`src/rtl/pong_game_ctrl_if.sv`:
```
// Board-side signal bundle of the pong game-flow controller: raw buttons and
// ball-miss events in, state/ball controls/scores/debug LEDs out.
interface pong_game_ctrl_if #(
    parameter int SCORE_W = 4
);
    logic               btnC, btnU, btnD, btnL, btnR;
    logic               miss_l, miss_r;
    logic [2:0]         state;
    logic               ball_rst, serve, serve_dir, play_en;
    logic [SCORE_W-1:0] score_l, score_r, win_score;
    logic               winner;
    logic [5:0]         led;

    modport master (
        output btnC, btnU, btnD, btnL, btnR, miss_l, miss_r,
        input  state, ball_rst, serve, serve_dir, play_en,
        input  score_l, score_r, win_score, winner, led
    );

    modport slave (
        input  btnC, btnU, btnD, btnL, btnR, miss_l, miss_r,
        output state, ball_rst, serve, serve_dir, play_en,
        output score_l, score_r, win_score, winner, led
    );
endinterface

```
`src/rtl/pong_game_ctrl.sv`:
```
// Pong game-flow sequencer: button conditioning, menu/set/serve/play/point/over/pause FSM,
// scores and win-score setting. Optional PONG_DEBOUNCE_EN adds a per-button debouncer.
module pong_game_ctrl #(
    parameter int SCORE_W     = 4,
    parameter int WIN_DEFAULT = 5,
    parameter int WIN_MAX     = 9,
    parameter int POINT_HOLD  = 100000000,
    parameter int DEB_CYCLES  = 1000000
) (
    input  logic            clk,
    input  logic            rst,
    pong_game_ctrl_if.slave io_game
);
    localparam int                 TW        = (POINT_HOLD > 1) ? $clog2(POINT_HOLD) : 1;
    localparam logic [SCORE_W-1:0] SCORE_MAX = '1;
    localparam logic [SCORE_W-1:0] WIN_HI    = SCORE_W'(WIN_MAX);
    localparam logic [SCORE_W-1:0] WIN_LO    = SCORE_W'(1);
    localparam logic [SCORE_W-1:0] WIN_RST   = SCORE_W'(WIN_DEFAULT);
    localparam logic [TW-1:0]      HOLD_LAST = TW'(POINT_HOLD - 1);

    if ((WIN_MAX > (2**SCORE_W) - 1) || (WIN_DEFAULT < 1) || (WIN_DEFAULT > WIN_MAX) ||
        (POINT_HOLD < 1) || (DEB_CYCLES < 1)) begin : g_bad_params
        $error("pong_game_ctrl: illegal parameter combination");
    end

    typedef enum logic [2:0] {
        S_MENU  = 3'd0,
        S_SET   = 3'd1,
        S_SERVE = 3'd2,
        S_PLAY  = 3'd3,
        S_POINT = 3'd4,
        S_OVER  = 3'd5,
        S_PAUSE = 3'd6
    } state_t;

    // Button bit order: 0=C 1=U 2=D 3=L 4=R
    logic [4:0] w_btn_raw, w_lvl;
    logic [4:0] r_sync1, r_sync2, r_lvl_d, r_press;
    logic       w_p_c, w_p_u, w_p_d, w_p_l, w_p_r;

    assign w_btn_raw = {io_game.btnR, io_game.btnL, io_game.btnD, io_game.btnU, io_game.btnC};

    always_ff @(posedge clk or posedge rst) begin
        if (rst) begin
            r_sync1 <= '0;
            r_sync2 <= '0;
            r_lvl_d <= '0;
            r_press <= '0;
        end else begin
            r_sync1 <= w_btn_raw;
            r_sync2 <= r_sync1;
            r_lvl_d <= w_lvl;
            r_press <= w_lvl & ~r_lvl_d;
        end
    end

`ifdef PONG_DEBOUNCE_EN
    localparam int            DW       = (DEB_CYCLES > 1) ? $clog2(DEB_CYCLES) : 1;
    localparam logic [DW-1:0] DEB_LAST = DW'(DEB_CYCLES - 1);

    logic [4:0]         r_deb;
    logic [4:0][DW-1:0] r_deb_cnt;

    // Counter runs only while the input disagrees with the accepted level; any bounce restarts it.
    always_ff @(posedge clk or posedge rst) begin
        if (rst) begin
            r_deb     <= '0;
            r_deb_cnt <= '0;
        end else begin
            for (int i = 0; i < 5; i++) begin
                if (r_sync2[i] == r_deb[i]) begin
                    r_deb_cnt[i] <= '0;
                end else if (r_deb_cnt[i] == DEB_LAST) begin
                    r_deb[i]     <= r_sync2[i];
                    r_deb_cnt[i] <= '0;
                end else begin
                    r_deb_cnt[i] <= r_deb_cnt[i] + 1'b1;
                end
            end
        end
    end

    assign w_lvl = r_deb;
`else
    assign w_lvl = r_sync2;
`endif

    assign w_p_c = r_press[0];
    assign w_p_u = r_press[1];
    assign w_p_d = r_press[2];
    assign w_p_l = r_press[3];
    assign w_p_r = r_press[4];

    state_t             r_state, w_state_nx;
    logic [SCORE_W-1:0] r_score_l, r_score_r, r_win;
    logic [SCORE_W-1:0] w_score_l_nx, w_score_r_nx, w_win_nx;
    logic [TW-1:0]      r_timer, w_timer_nx;
    logic               r_dir, r_winner, r_ball_rst, r_serve, r_play_en;
    logic               w_dir_nx, w_winner_nx, w_ball_rst_nx, w_serve_nx, w_play_en_nx;

    always_ff @(posedge clk or posedge rst) begin
        if (rst) begin
            r_state    <= S_MENU;
            r_score_l  <= '0;
            r_score_r  <= '0;
            r_win      <= WIN_RST;
            r_timer    <= '0;
            r_dir      <= 1'b0;
            r_winner   <= 1'b0;
            r_ball_rst <= 1'b0;
            r_serve    <= 1'b0;
            r_play_en  <= 1'b0;
        end else begin
            r_state    <= w_state_nx;
            r_score_l  <= w_score_l_nx;
            r_score_r  <= w_score_r_nx;
            r_win      <= w_win_nx;
            r_timer    <= w_timer_nx;
            r_dir      <= w_dir_nx;
            r_winner   <= w_winner_nx;
            r_ball_rst <= w_ball_rst_nx;
            r_serve    <= w_serve_nx;
            r_play_en  <= w_play_en_nx;
        end
    end

    always_comb begin
        w_state_nx    = r_state;
        w_score_l_nx  = r_score_l;
        w_score_r_nx  = r_score_r;
        w_win_nx      = r_win;
        w_timer_nx    = r_timer;
        w_dir_nx      = r_dir;
        w_winner_nx   = r_winner;
        w_ball_rst_nx = 1'b0;
        w_serve_nx    = 1'b0;

        // L aborts to MENU ahead of every other event in the same cycle.
        if (w_p_l && (r_state != S_MENU)) begin
            w_state_nx    = S_MENU;
            w_score_l_nx  = '0;
            w_score_r_nx  = '0;
            w_timer_nx    = '0;
            w_ball_rst_nx = 1'b1;
        end else begin
            case (r_state)
                S_MENU: if (w_p_c) w_state_nx = S_SET;
                S_SET: begin
                    if (w_p_u && !w_p_d && (r_win < WIN_HI))
                        w_win_nx = r_win + 1'b1;
                    else if (w_p_d && !w_p_u && (r_win > WIN_LO))
                        w_win_nx = r_win - 1'b1;
                    if (w_p_c) begin
                        w_state_nx    = S_SERVE;
                        w_score_l_nx  = '0;
                        w_score_r_nx  = '0;
                        w_dir_nx      = 1'b0;
                        w_ball_rst_nx = 1'b1;
                    end
                end
                S_SERVE: begin
                    if (w_p_c) begin
                        w_state_nx = S_PLAY;
                        w_serve_nx = 1'b1;
                    end
                end
                S_PLAY: begin
                    if (io_game.miss_l && io_game.miss_r) begin
                        w_dir_nx   = ~r_dir;
                        w_state_nx = S_POINT;
                    end else if (io_game.miss_l) begin
                        w_score_r_nx = (r_score_r == SCORE_MAX) ? r_score_r : r_score_r + 1'b1;
                        w_dir_nx     = 1'b0;
                        w_state_nx   = S_POINT;
                    end else if (io_game.miss_r) begin
                        w_score_l_nx = (r_score_l == SCORE_MAX) ? r_score_l : r_score_l + 1'b1;
                        w_dir_nx     = 1'b1;
                        w_state_nx   = S_POINT;
                    end else if (w_p_r) begin
                        w_state_nx = S_PAUSE;
                    end
                end
                S_PAUSE: if (w_p_r) w_state_nx = S_PLAY;
                S_POINT: begin
                    if (r_timer == HOLD_LAST) begin
                        w_timer_nx = '0;
                        if (r_score_l == r_win) begin
                            w_state_nx  = S_OVER;
                            w_winner_nx = 1'b0;
                        end else if (r_score_r == r_win) begin
                            w_state_nx  = S_OVER;
                            w_winner_nx = 1'b1;
                        end else begin
                            w_state_nx    = S_SERVE;
                            w_ball_rst_nx = 1'b1;
                        end
                    end else begin
                        w_timer_nx = r_timer + 1'b1;
                    end
                end
                S_OVER: if (w_p_c) w_state_nx = S_MENU;
                default: w_state_nx = S_MENU;
            endcase
        end

        w_play_en_nx = (w_state_nx == S_PLAY);
    end

    assign io_game.state     = r_state;
    assign io_game.ball_rst  = r_ball_rst;
    assign io_game.serve     = r_serve;
    assign io_game.serve_dir = r_dir;
    assign io_game.play_en   = r_play_en;
    assign io_game.score_l   = r_score_l;
    assign io_game.score_r   = r_score_r;
    assign io_game.win_score = r_win;
    assign io_game.winner    = r_winner;
    assign io_game.led       = {|r_sync2, r_winner, r_play_en, r_state};
endmodule

```
`src/flat_wrapper.sv`:
```
// flat-port wrapper written by rule: the top's interface ports become plain ports
module pong_game_ctrl_flat 
#(
    parameter int SCORE_W     = 4,
    parameter int WIN_DEFAULT = 5,
    parameter int WIN_MAX     = 9,
    parameter int POINT_HOLD  = 100000000,
    parameter int DEB_CYCLES  = 1000000
)
  (clk, rst, io_game_btnC, io_game_btnU, io_game_btnD, io_game_btnL, io_game_btnR, io_game_miss_l, io_game_miss_r, io_game_state, io_game_ball_rst, io_game_serve, io_game_serve_dir, io_game_play_en, io_game_score_l, io_game_score_r, io_game_win_score, io_game_winner, io_game_led);
  pong_game_ctrl_if #(.SCORE_W(SCORE_W)) io_game_i ();
  input  logic clk;
  input  logic rst;
  input wire logic [$bits(io_game_i.btnC)-1:0] io_game_btnC;
  input wire logic [$bits(io_game_i.btnU)-1:0] io_game_btnU;
  input wire logic [$bits(io_game_i.btnD)-1:0] io_game_btnD;
  input wire logic [$bits(io_game_i.btnL)-1:0] io_game_btnL;
  input wire logic [$bits(io_game_i.btnR)-1:0] io_game_btnR;
  input wire logic [$bits(io_game_i.miss_l)-1:0] io_game_miss_l;
  input wire logic [$bits(io_game_i.miss_r)-1:0] io_game_miss_r;
  output wire logic [$bits(io_game_i.state)-1:0] io_game_state;
  output wire logic [$bits(io_game_i.ball_rst)-1:0] io_game_ball_rst;
  output wire logic [$bits(io_game_i.serve)-1:0] io_game_serve;
  output wire logic [$bits(io_game_i.serve_dir)-1:0] io_game_serve_dir;
  output wire logic [$bits(io_game_i.play_en)-1:0] io_game_play_en;
  output wire logic [$bits(io_game_i.score_l)-1:0] io_game_score_l;
  output wire logic [$bits(io_game_i.score_r)-1:0] io_game_score_r;
  output wire logic [$bits(io_game_i.win_score)-1:0] io_game_win_score;
  output wire logic [$bits(io_game_i.winner)-1:0] io_game_winner;
  output wire logic [$bits(io_game_i.led)-1:0] io_game_led;
  assign io_game_i.btnC = io_game_btnC;
  assign io_game_i.btnU = io_game_btnU;
  assign io_game_i.btnD = io_game_btnD;
  assign io_game_i.btnL = io_game_btnL;
  assign io_game_i.btnR = io_game_btnR;
  assign io_game_i.miss_l = io_game_miss_l;
  assign io_game_i.miss_r = io_game_miss_r;
  assign io_game_state = io_game_i.state;
  assign io_game_ball_rst = io_game_i.ball_rst;
  assign io_game_serve = io_game_i.serve;
  assign io_game_serve_dir = io_game_i.serve_dir;
  assign io_game_play_en = io_game_i.play_en;
  assign io_game_score_l = io_game_i.score_l;
  assign io_game_score_r = io_game_i.score_r;
  assign io_game_win_score = io_game_i.win_score;
  assign io_game_winner = io_game_i.winner;
  assign io_game_led = io_game_i.led;
  pong_game_ctrl #(.SCORE_W(SCORE_W), .WIN_DEFAULT(WIN_DEFAULT), .WIN_MAX(WIN_MAX), .POINT_HOLD(POINT_HOLD), .DEB_CYCLES(DEB_CYCLES)) u_core (.clk(clk), .rst(rst), .io_game(io_game_i));
endmodule
```
`config.mk`:
```
export PLATFORM = sky130hd
export DESIGN_NAME = pong_game_ctrl_flat
export DESIGN_NICKNAME = d
export VERILOG_FILES = /design/src/rtl/pong_game_ctrl_if.sv /design/src/rtl/pong_game_ctrl.sv /design/src/flat_wrapper.sv
export SDC_FILE = /design/constraint.sdc
export NUM_CORES = 1
export LEC_CHECK = 0
export BUFFER_PORTS_ARGS = -buffer_cell sky130_fd_sc_hd__buf_2
export CORE_MARGIN = 3
export CORE_UTILIZATION = 55
export CTS_BUF_LIST = sky130_fd_sc_hd__clkbuf_16
export DETAILED_ROUTE_END_ITERATION = 8
export PLACE_DENSITY = 0.75
export RECOVER_POWER = 25
export SLEW_MARGIN = 20
export SYNTH_ARGS = -nofsm -noshare
export SYNTH_HDL_FRONTEND = slang
export SYNTH_SLANG_ARGS = --single-unit
export TNS_END_PERCENT = 50
```
`constraint.sdc`:
```
create_clock -name clk -period 2.5 [get_ports clk]
set_input_delay 0.375 -clock clk [delete_from_list [all_inputs] [get_ports clk]]
set_output_delay 0.375 -clock clk [all_outputs]
set_load 0.02 [all_outputs]
```
[Word level (Yosys, flattened, before mapping)]
Index checks and enable logic that the tools add are counted.
Storage, ports and cells
  logic and storage cells: 113
  flip-flop bits (word level): 67
  input port bits: 9
  output and inout bits: 26
Cells by class
  equal/unequal tests: 21
  $lt $le $gt $ge: 2
  multiplexer cells: 46
  add/subtract/negate cells: 5
  bitwise operators: 4
  reduce and logical (&&, ||, !) cells: 21
Operators by type and width (count)
  2-to-1 mux 27 bit: 3
  2-to-1 mux 4 bit: 12
  2-to-1 mux 3 bit: 13
  adder 27 x 1 -> 27 bit (second input constant): 1
  equality test 27 bit (second input constant): 1
  case mux 3 bit (7 select lines): 1
  != test 3 x 2 -> 1 bit (second input constant): 6
  case mux 4 bit (2 select lines): 2
  2-to-1 mux 1 bit: 13
  adder 4 x 1 -> 4 bit (second input constant): 3
  equality test 3 x 2 -> 1 bit (second input constant): 3
  equality test 3 bit (second input constant): 3
  equality test 4 bit: 2
  equality test 4 bit (second input constant): 2
  AND reduction 4 bit: 2
  nonzero test 2 bit: 4
  logical AND 1 bit: 6
  AND reduction 6 bit: 1
  nonzero test 3 bit: 2
  bitwise AND 5 bit: 1
  inverter 5 bit: 1
  AND reduction 5 bit: 1
  OR reduction 5 bit: 1
  > comparator 4 x 1 -> 1 bit (second input constant): 1
  other kinds (11): 14

[Longest topological paths before layout]
Gate-level depths: netlist of the first run.
  word-level depth: 7
  mapped depth: 8
  depth with buffers taken out: 7

[Least setup slack after synthesis of the first run]
Ideal clock, no wire load.
  path kind: register to register
  start point: register u_core.r_win[0] (netlist: u_core.io_game.win_score[0])
  end point: register u_core.r_win[3] (netlist: u_core.io_game.win_score[3])
  arrival time: 2.036 ns
  slack: 0.385 ns
  library setup time: 0.079 ns
  path buffers: 1
  data required time: 2.421 ns
  cell stages (with the launch flop): 9
  clock period less this slack: 2.115 ns
  path through: dfstp_2 clkbuf_1 inv_1 ha_1 nand2b_1 a211oi_1 or4_1 a21oi_1 xor2_1
On the way
  word-level cells in the longest chain between the ends: 4
  elaborated cells on any way between the ends: 10
  those cells by class: add/sub (2); order compare (2); mux (2); reduce/logical (4)
RTL lines
  from (decl): line pong_game_ctrl.sv:95  | logic [SCORE_W-1:0] r_score_l, r_score_r, r_win;
  from (signal assigned): line pong_game_ctrl.sv:117  | r_win <= w_win_nx;
  > comparator 4 x 1 -> 1 bit / < comparator 4 bit (equally long branches): line pong_game_ctrl.sv:151, pong_game_ctrl.sv:149
  logical AND 1 bit (on tied branches): line pong_game_ctrl.sv:151, pong_game_ctrl.sv:149
  nonzero test 2 bit (no source line)
  AND reduction 3 bit (no source line)
Several ways; a longest one is shown, not always the timed one. The select of a mux whose other input is x is not followed.
A chain may end at the register's enable or synchronous reset.

[Final worst setup path of the first run]
  start point: register u_core.r_timer[9]
  end point: register u_core.r_timer[25]
On the way
  word-level cells in the longest chain between the ends: 4
  elaborated cells on any way between the ends: 5
  those cells by class: add/sub (1); eq/ne (1); mux (3)
RTL lines
  from (decl): line pong_game_ctrl.sv:97  | logic [TW-1:0] r_timer, w_timer_nx;
  from (signal assigned): line pong_game_ctrl.sv:118  | r_timer <= w_timer_nx;
  adder 27 x 1 -> 27 bit / equality test 27 bit (equally long branches): line pong_game_ctrl.sv:198, pong_game_ctrl.sv:185
  2-to-1 mux 27 bit *: line pong_game_ctrl.sv:185  | if (r_timer == HOLD_LAST) begin
  2-to-1 mux 27 bit *: line pong_game_ctrl.sv:146  | case (r_state)
  2-to-1 mux 27 bit *: line pong_game_ctrl.sv:139  | if (w_p_l && (r_state != S_MENU)) begin
Every way passes the cells marked *; elsewhere a longest branch is shown, timed or not. The select of a mux whose other input is x is not followed.

==> metrics.txt, run 1 <==
register area around 1700 um2; synthesis-to-finish area growth 17.2%; Detail Route Antenna Nets 0; first-pass GRT wire length about 13000 um; Crit Path Category flip-flop to flip-flop; RR Startpoint u_core.r_timer[9]; worst path cell trace or4_4 > nor4_4 > a21oi_1 > a41oi_1 > a31oi_1; Multi-input gate area approximately 1600 um2; die area between 7000 and 8000 um2; CP startpoint u_core.r_timer[9]; RSZ-0062 raised after global routing no; Yosys reg bits 67; Core ar. around 6000 um2; placed insts ~450; fin. max-slew vios 0; endpoints failing setup 0; largest family of logic cells by synthesized area simple AND/OR/NAND/NOR gates; slowest cell on the critical path or4_4; most common library cell in the layout ignoring fill and taps dfrtp_1; fill cell count roughly 470; Top FF cell, synth dfrtp_1; I/O Pins 35; clock-pin slew on the worst setup and hold paths around 50 ps; Die X-Extent roughly 85 um; DR vias/cell 5.82; Max H-tree Level 3; post-synthesis compound-gate area fraction 0.149; Post-Synth Adder-Cell Area 0.0220; CP Launch Type flip-flop; DRT Pass-1 Iters 5; CP max FO 11; Crit. End Element flip-flop; Post-CTS Setup Inserts 0; Synth Area in Simple Gates 0.221; Post-Synthesis Cells 349; number of global-route vias before repair 2711; Post-Syn Area ~3400 um2; 1st-iter DRT viols between 100 and 150; Post-Synthesis Net Count 364; Ys Warns 0; cts bufs inserted 9; Clock Tree Buf Depth 2; Hold Path Cell Cnt 1; GRT Util Overall 0.217; status completed; initial antenna violation count 0; slowest stage delay, CP between 500 and 600 ps; PortBufs 34; clk_lat worst skew ~330 ps; drt drc 0; max-cap violations 0; nets 403; non-filler cells, final between 400 and 500; leading cell types in the layout, fill and taps excluded 65 x dfrtp_1, 34 x buf_2, 29 x nor2_1, 25 x nand2_1, 24 x nand3_1; Total Neg Setup Slack 0 ps; Final min period approximately 2300 ps; Synth async-reset ratio 1.00; # rows 28; gpl congestion just over 0.9; Root Driver clkbuf_16; Diodes inserted 0; hold slack between 100 and 150 ps; Worst VDD drop approximately 0.00072 V; # resized after CTS 0; Die H 84.7 um; largest net degree at the start of global routing 39; Worst-Margin Slew between 1000 and 1500 ps; drt total wl 7120 um; Worst EP arrival 2480 ps; CP required between 2000 and 3000 ps; grt total ovfl 0; CTS Hold Bufs 0; Final period util 0.913; CTS tree built; worst hold path startpoint io_game_btnL; total number of vias 2725; Worst Hold Class input pin to flip-flop; Clock Skew between 4 and 5 ps; total leakage power 0.00181 uW; sequential cell area fraction in the yosys report 0.493; final hold viol count 0; FMAX 438 MHz; post-synth cell types 60; routed wire length per instance approximately 15 um; Mean Syn Cell Area around 10 um2; Rel. slew slack 0.225; power per cell area 962 nW/um2; Starting Density 0.572; R2R cell count 5; layout cells sized above 1 0.191; clk sinks 67; Post-synth EDFFs 0; Synth Area in XOR/XNOR 0.0668; post-DP HPWL a little under 5000 um; multiplexer share of the synthesized area 0.00624
[stage by stage]
stage | setup WS, ps | util | cell area, um2 | power [uW]
after floorplan | 385 | - | 3410 | 2230
after global placement | 284 | 0.618 | 3680 | 2500
after detailed placement | 247 | 0.618 | 3680 | 2540
after CTS | 220 | 0.670 | 3990 | 3860
after global routing | 109 | 0.670 | 3990 | 4060
final | 219 | 0.670 | 3990 | 3840
[final cells by class]
cell class	count	share of cell area
clock buffers	9	0.0564
clock inverters	7	0.0216
inverters	15	0.0141
multi-input cells	250	0.397
flip-flops and latches	67	0.421
well taps	75	0.0235
repair buffers	45	0.0664
[report_power, final]
group / leakage, uW / internal, uW / switching (uW) / total [uW]
sequential: 0.000879 / 1220 / 179 / 1400
clock: 0.000162 / 863 / 456 / 1320
combinational: 0.000774 / 428 / 691 / 1120
[path summary, 6_finish.rpt]
kind | endpoint | slack [ps]
setup / recovery | u_core.r_timer[25] | 220
hold / removal | u_core.r_sync1[3] | 150
setup reg to reg | u_core.r_timer[25] | 220
hold reg to reg | u_core.r_sync2[0] | 350
max in group asynchronous | u_core.io_game.win_score[2] | 1330
min in group asynchronous | u_core.r_sync1[4] | 350
[flip-flops by register name, summed over array words and instances, names as in the netlist]
| signal | flops |
|---|---|
| u_core.io_game.score_l | 4 |
| u_core.io_game.play_en | 1 |
| u_core.io_game.serve | 1 |
| u_core.io_game.score_r | 4 |
| u_core.r_press | 5 |
| u_core.r_sync2 | 5 |
| u_core.io_game.state | 3 |
| u_core.io_game.ball_rst | 1 |
| u_core.io_game.winner | 1 |
| u_core.io_game.serve_dir | 1 |
| u_core.r_sync1 | 5 |
| u_core.r_timer | 27 |
| u_core.r_lvl_d | 5 |
| u_core.io_game.win_score | 4 |
[critical path: cells and delay by family (launching register included)]
family / cells / cell delay (ps)
AOI/OAI and AO/OA: 3 / 730
DFF: 1 / 430
and+or+nand+nor: 2 / 990
[cells in the mapped netlist (6+ instances only)]
master / instances / share of area
a21oi_1: 18 / 0.026
nor2_1: 29 / 0.032
o21ai_0: 21 / 0.031
inv_1: 15 / 0.017
nand2_1: 25 / 0.028
a31oi_1: 6 / 0.011
nor4_1: 7 / 0.013
nand4_1: 10 / 0.018
dfrtp_1: 65 / 0.48
nand3_1: 24 / 0.035
ha_1: 6 / 0.022
nor2b_1: 7 / 0.013
xor2_1: 23 / 0.059
clkbuf_1: 10 / 0.011
[logic make-up after synthesis]
| logic type | count (synthesis) |
|---|---|
| adders and majority gates | 6 |
| xor gates and xnor gates | 26 |
| DFF | 67 |
| and+or+nand+nor | 140 |
| buffers and inverters | 32 |
| AOI/OAI and AO/OA | 76 |
| muxes | 2 |
[layer usage]
layer | vias to the layer above | share of wire | GRT usage
li1 | 1320 | - | -
met1 | 1325 | 0.47 | 0.303
met2 | 70 | 0.46 | 0.327
met3 | 10 | 0.048 | 0.0540
met4 | 0 | 0.017 | 0.0820
met5 | - | 0 | 0
Power figures use the tool's default switching activity.
==> run 2, diff against run 1 <==
Clock period 2.5 ns to 2.86 ns, I/O delays scaled along.
==> run 2 against run 1 <==
  * Sequential share of layout area is 1.1 points higher
  * Clock power is 26% lower
  * Via count fell by 0.22%
  * Non-clock buffer count is 6 lower
  * Core utilization is 1.7 points lower
  * Maximum frequency down 4.3%
  * Clock skew down 0.86 ps
  * Flip-flop and latch count did not move
  * Sequential power fell by 12%
  * Largest cell class unchanged
==> metrics.txt, run 2 (same netlist as run 1, synthesis figures left out) <==
fill cell count 499 (+6.9%); Worst Hold Class input pin to async pin; Int Pwr 2020 uW (-20%); Core ar. 5960 um2 (unchanged); max-cap violations 0 (unchanged); total leakage power 0.00174 uW (-4.0%); Detail Route Antenna Nets 0 (unchanged); Net Sw Frac 0.363 (+0.0181); # resized after CTS 0 (unchanged); largest net degree at the start of global routing 57 (+46%); Final period util 0.833 (-0.0793); Largest register FFs 27 (unchanged); drt drc 0 (unchanged); fin. max-slew vios 0 (unchanged); Rel. slew slack 0.105 (-0.120); gpl congestion 0.915 (-1.2%); RSZ-0062 raised after global routing no; FMAX 420 MHz (-4.3%); Comb power frac 0.305 (+0.014); CP required 3040 ps (+340 ps); DR vias/cell 5.89 (+1.1%); # rows 28 (unchanged); I/O Pins 35 (unchanged); total number of vias 2719 (-0.22%); CTS Hold Bufs 0 (unchanged); Crit Path Category flip-flop to flip-flop; GRT Util Overall 0.216 (-0.000442); grt total ovfl 0 (unchanged); final hold viol count 0 (unchanged); drt total wl 7070 um (-0.60%); CP Launch Type flip-flop; post-route worst setup slack 477 ps (+258 ps); PortBufs 34 (unchanged); nets 397 (-1.5%); Worst EP arrival 2570 ps (+90 ps); Top reg by flops u_core.r_timer; Worst VDD drop 0.000618 V (-14%); endpoints failing setup 0 (unchanged); layout cells sized above 1 0.181 (-0.00996); clock-pin slew on the worst setup and hold paths 50 ps (about the same); power per cell area 813 nW/um2 (-15%); Die X-Extent 84.7 um (unchanged); Worst-Margin Slew 1340 ps (+181 ps); Die H 84.7 um (unchanged); Flop pwr share 0.387 (+0.022); CP startpoint u_core.r_timer[0]; Post-CTS Setup Inserts 0 (unchanged); cts bufs inserted 9 (unchanged); DRT Pass-1 Iters 5 (unchanged); Crit. End Element flip-flop; routed wire length per instance 15.3 um (+0.69%); non-filler cells, final 462 (-1.3%); Final min period 2380 ps (+102 ps); synthesis-to-finish area growth 14.2%; Max H-tree Level 3 (unchanged); Total Neg Setup Slack 0 ps (unchanged); placed insts 446 (-1.3%); initial antenna violation count 0 (unchanged); CTS tree built; dpl ws 485 ps (+238 ps); first-pass GRT wire length 12300 um (-1.5%); clock share of power 0.308 (-0.035); Diodes inserted 0 (unchanged); Core Util, Final 0.653 (-0.0170); clk_lat worst skew 320 ps (about the same); die area 7170 um2 (unchanged); Clock Tree Buf Depth 2 (unchanged); P_sw 1150 uW (-13%); Root Driver clkbuf_16; CP max FO 13 (+2); status completed; post-DP HPWL 5020 um (+1.2%); Clock Skew 3.36 ps (-0.855 ps); most common library cell in the layout ignoring fill and taps dfrtp_1; Starting Density 0.572 (unchanged); 1st-iter DRT viols 179 (+20%); RR Startpoint u_core.r_timer[0]; leading cell types in the layout, fill and taps excluded 65 x dfrtp_1, 34 x buf_2, 29 x nor2_1, 25 x nand2_1, 24 x nand3_1; number of global-route vias before repair 2562 (-5.5%); clk sinks 67 (unchanged)
-- run 2: changes by cell type in the layout (fill, tap and decap cells not counted) --
cell	change
buf_4	-6
clkinvlp_4	+3
bufinv_16	-2
inv_1	-2
buf_12	-1
clkbuf_2	+1
clkinv_1	+1
-- run 2: power by group through the flow --
stage	Sequential [uW]	Clock (uW)	Combinational, uW
finish	1230	974	965
global route	1250	1040	1070
CTS	1230	999	971
global placement	1230	0	943
floorplan	1280	0	676
detailed placement	1240	0	968
-- run 2: stage by stage --
stage | cell area (um2) | hold WS, ps | power (uW)
floorplan | 3410 | 331 | 1950
global placement | 3640 | 332 | 2170
detailed placement | 3640 | 337 | 2210
CTS | 3910 | 41.8 | 3200
global route | 3890 | 132 | 3350
finish | 3890 | 101 | 3160
-- run 2: critical path, stage by stage (launching register included) --
cell and delay [ps]:
dfrtp_1 420, ha_1 270, nand3_1 180, nor4_2 600, a21oi_2 220, nor2_2 440
nor2_1 110
-- run 2: path summary, 6_finish.rpt --
check	endpoint	slack, ps	depth (start not counted)
setup reg to reg	u_core.r_timer[20]	480	6
min in group clk	u_core.r_sync1[0]	210	1
hold reg to reg	u_core.r_sync2[3]	350	0
max in group asynchronous	u_core.io_game.ball_rst	1110	3
setup / recovery	u_core.r_timer[20]	480	6
hold / removal	u_core.r_sync1[3]	100	2
-- run 2: area by class of cell --
class	instances	area, um2	area share
well taps	75	93.8	0.0241
clock buffers	9	225	0.0579
repair buffers	39	205	0.0527
multi-input cells	250	1590	0.408
inverters	15	56.3	0.0145
clock inverters	7	45.0	0.0116
flip-flops and latches	67	1680	0.432
-- run 2: routing by layer --
metal	GRT usage	wire (um)	share of wire
met5	0	0	0
met4	0.0604	85	0.012
met3	0.0559	387	0.055
met2	0.325	3280	0.46
met1	0.313	3320	0.47
==> run 3, diff against run 2 <==
Settings changed: ABC_AREA set to 1, CORE_UTILIZATION 55 to 53.
Clock period 2.86 ns to 2 ns, I/O delays scaled along.
==> run 3 against run 2 <==
  * Via count grew 23%
  * Maximum frequency grew 24%
  * Die area grew 9.4%
  * Total power increased by 48%
  * Synthesized area increased by 6.1%
  * Synthesized cell count rose by 37%
  * Combinational power is 56% higher
  * Sequential share of layout area is 3.8 points lower
  * Global-route usage grew 1.3 points
  * Worst hold slack worse by 29 ps
  * Critical path type unchanged
  * Highest routed layer unchanged
==> metrics.txt, run 3 <==
Total Neg Setup Slack 0 ps (unchanged); Worst-Margin Slew 1030 ps (-308 ps); power per cell area 1100 nW/um2 (+35%); Post-Synthesis Net Count 493 (+35%); 1st-iter DRT viols 285 (+59%); most common library cell in the layout ignoring fill and taps nand2_1; total leakage power 0.00214 uW (+23%); PortBufs 34 (unchanged); final hold viol count 0 (unchanged); register area 1680 um2 (unchanged); fin. max-slew vios 0 (unchanged); CP required 2230 ps (-810 ps); die area 7850 um2 (+9.4%); Multi-input gate area 1620 um2 (+1.9%); drt drc 0 (unchanged); Top reg by flops u_core.r_timer; CTS tree built; Root Driver clkbuf_16; DRT Pass-1 Iters 5 (unchanged); CP Launch Type flip-flop; leading cell types in the layout, fill and taps excluded 114 x nand2_1, 70 x inv_1, 65 x dfrtp_1, 64 x nor2_1; sequential cell area fraction in the yosys report 0.465 (-0.0283); top cell type's share of synthesized area 0.450 (-0.0274); Post-Synthesis Cells 478 (+37%); Clock Tree Buf Depth 2 (unchanged); post-route worst setup slack 83.0 ps (-394 ps); Rel. slew slack 0.309 (+0.204); number of global-route vias before repair 3040 (+19%); Detail Route Antenna Nets 0 (unchanged); fill cell count 569 (+14%); layout cells sized above 1 0.159 (-0.0220); nets 545 (+37%); Diodes inserted 0 (unchanged); post-DP HPWL 6180 um (+23%); Crit Path Category flip-flop to flip-flop; endpoints failing setup 0 (unchanged); Mean Syn Cell Area 7.56 um2 (-23%); Top FF cell, synth dfrtp_1; gpl congestion 0.906 (-1.0%); grt total ovfl 0 (unchanged); Core Util, Final 0.656 (+0.00278); cell mode on critical path nand2_1; placed inst area 3910 um2 (+7.6%); clock-pin slew on the worst setup and hold paths 60 ps (about the same); placed insts 591 (+33%); DR vias/cell 5.46 (-7.3%); I/O Pins 35 (unchanged); Max H-tree Level 3 (unchanged); initial antenna violation count 0 (unchanged); cts bufs inserted 9 (unchanged); slowest cell on the critical path dfrtp_1; Yosys reg bits 67 (unchanged); Clock Skew 6.09 ps (+2.73 ps); CTS Hold Bufs 0 (unchanged); post-synth top area cell dfrtp_1; largest net degree at the start of global routing 27 (-53%); Crit. End Element flip-flop; clk sinks 67 (unchanged); non-filler cells, final 612 (+32%); Ys Warns 0 (unchanged); Post-Syn Area 3610 um2 (+6.1%); FMAX 522 MHz (+24%); status completed; drt total wl 8440 um (+19%); Final min period 1920 ps (-466 ps); worst path cell trace ha_1 > nand3_1 > inv_1 > nand2_1 > nor2_1 > nand2_1 > nand2_1 > nand2_2 > inv_4 > nor3_1; CP max FO 15 (+2); clk_lat worst skew 330 ps (about the same); post-synth cell types 32 (-47%); Worst VDD drop 0.000690 V (+12%); Worst EP arrival 2150 ps (-420 ps); # rows 29 (+3.6%); total number of vias 3340 (+23%); Synth async-reset ratio 1.00 (unchanged); Starting Density 0.557 (-0.0155); slowest stage delay, CP 410 ps (-190 ps); top-count cell post-synth nand2_1; Final period util 0.958 (+0.125); max-cap violations 0 (unchanged); top post-synthesis cells by area dfrtp_1 45%, nand2_1 12%, inv_1 7.3%; GRT Util Overall 0.229 (+0.0127); Die H 88.6 um (+4.6%); Core ar. 6490 um2 (+9.1%); Die X-Extent 88.6 um (+4.6%); synthesis-to-finish area growth 17.9%; Largest register FFs 27 (unchanged); Post-synth top cells 117 x nand2_1, 70 x inv_1, 65 x dfrtp_1, 65 x nor2_1, 34 x nand3_1; Worst Hold Class input pin to flip-flop; routed wire length per instance 13.8 um (-9.9%); Post-synth EDFFs 0 (unchanged); dpl ws 48.6 ps (-437 ps); first-pass GRT wire length 14000 um (+14%); design area 4260 um2 (+9.5%)
-- run 3: area by class of cell --
type | instances | area share
multi-input combinational | 329 | 0.379
tap | 77 | 0.0226
inverter | 75 | 0.0672
sequential | 67 | 0.394
clock buffer | 9 | 0.0528
clock inverter | 7 | 0.0135
timing repair buffer | 48 | 0.0705
-- run 3: worst paths after layout --
kind | startpoint | endpoint | slack (ps) | cells past startpoint
worst max-delay path | u_core.r_timer[0] | u_core.r_timer[11] | 80 | 10
worst min-delay path | io_game_btnR | u_core.r_sync1[4] | 70 | 1
worst max register to register | u_core.r_timer[0] | u_core.r_timer[11] | 80 | 10
worst min register to register | u_core.r_sync1[1] | u_core.r_sync2[1] | 350 | 0
max in group asynchronous | rst | u_core.r_timer[17] | 960 | 3
min in group asynchronous | rst | u_core.r_sync1[4] | 210 | 2
-- run 3: logic make-up (layout without fill, tap and decap cells) --
| group | count (synthesis) | after routing | share of synthesized area |
|---|---|---|---|
| simple gates | 265 | 265 | 0.319 |
| flops | 67 | 67 | 0.465 |
| compound gates | 47 | 47 | 0.0762 |
| xor+xnor | 11 | 11 | 0.0267 |
| fa+ha+maj | 6 | 6 | 0.0208 |
| buf+inv | 82 | 139 | 0.0924 |
-- run 3: worst max-delay path, delay by kind of cell, from the launching register on --
| family | cells | cell delay (ps) |
|---|---|---|
| simple gates | 7 | 950 |
| fa+ha+maj | 1 | 250 |
| flops | 1 | 410 |
| buf+inv | 2 | 190 |
-- run 3: where the power goes --
group	switching [uW]	internal, uW	total [uW]
clock	626	857	1480
sequential	174	1510	1690
combinational	986	528	1510
-- run 3: layer usage --
| layer | vias up | track usage | part of all wire |
|---|---|---|---|
| li1 | 1629 | - | - |
| met1 | 1578 | 0.316 | 0.45 |
| met2 | 125 | 0.364 | 0.48 |
| met3 | 8 | 0.0512 | 0.062 |
| met4 | 0 | 0.0659 | 0.0095 |
| met5 | - | 0 | 0 |
-- run 3: repair_timing --
| item | CTS | global route |
|---|---|---|
| setup endpoints to repair | 0 | 23 |
| buffers inserted | 0 | 5 |
| gates resized for setup | 0 | 7 |
-- run 3: stage by stage --
step / power (uW) / hold slack [ps]
6_report: 4680 / 72.1
5_1_grt: 4990 / 69.1
4_1_cts: 4590 / 42.8
3_5_place_dp: 3100 / 339
3_3_place_gp: 3060 / 332
2_1_floorplan: 2720 / 331
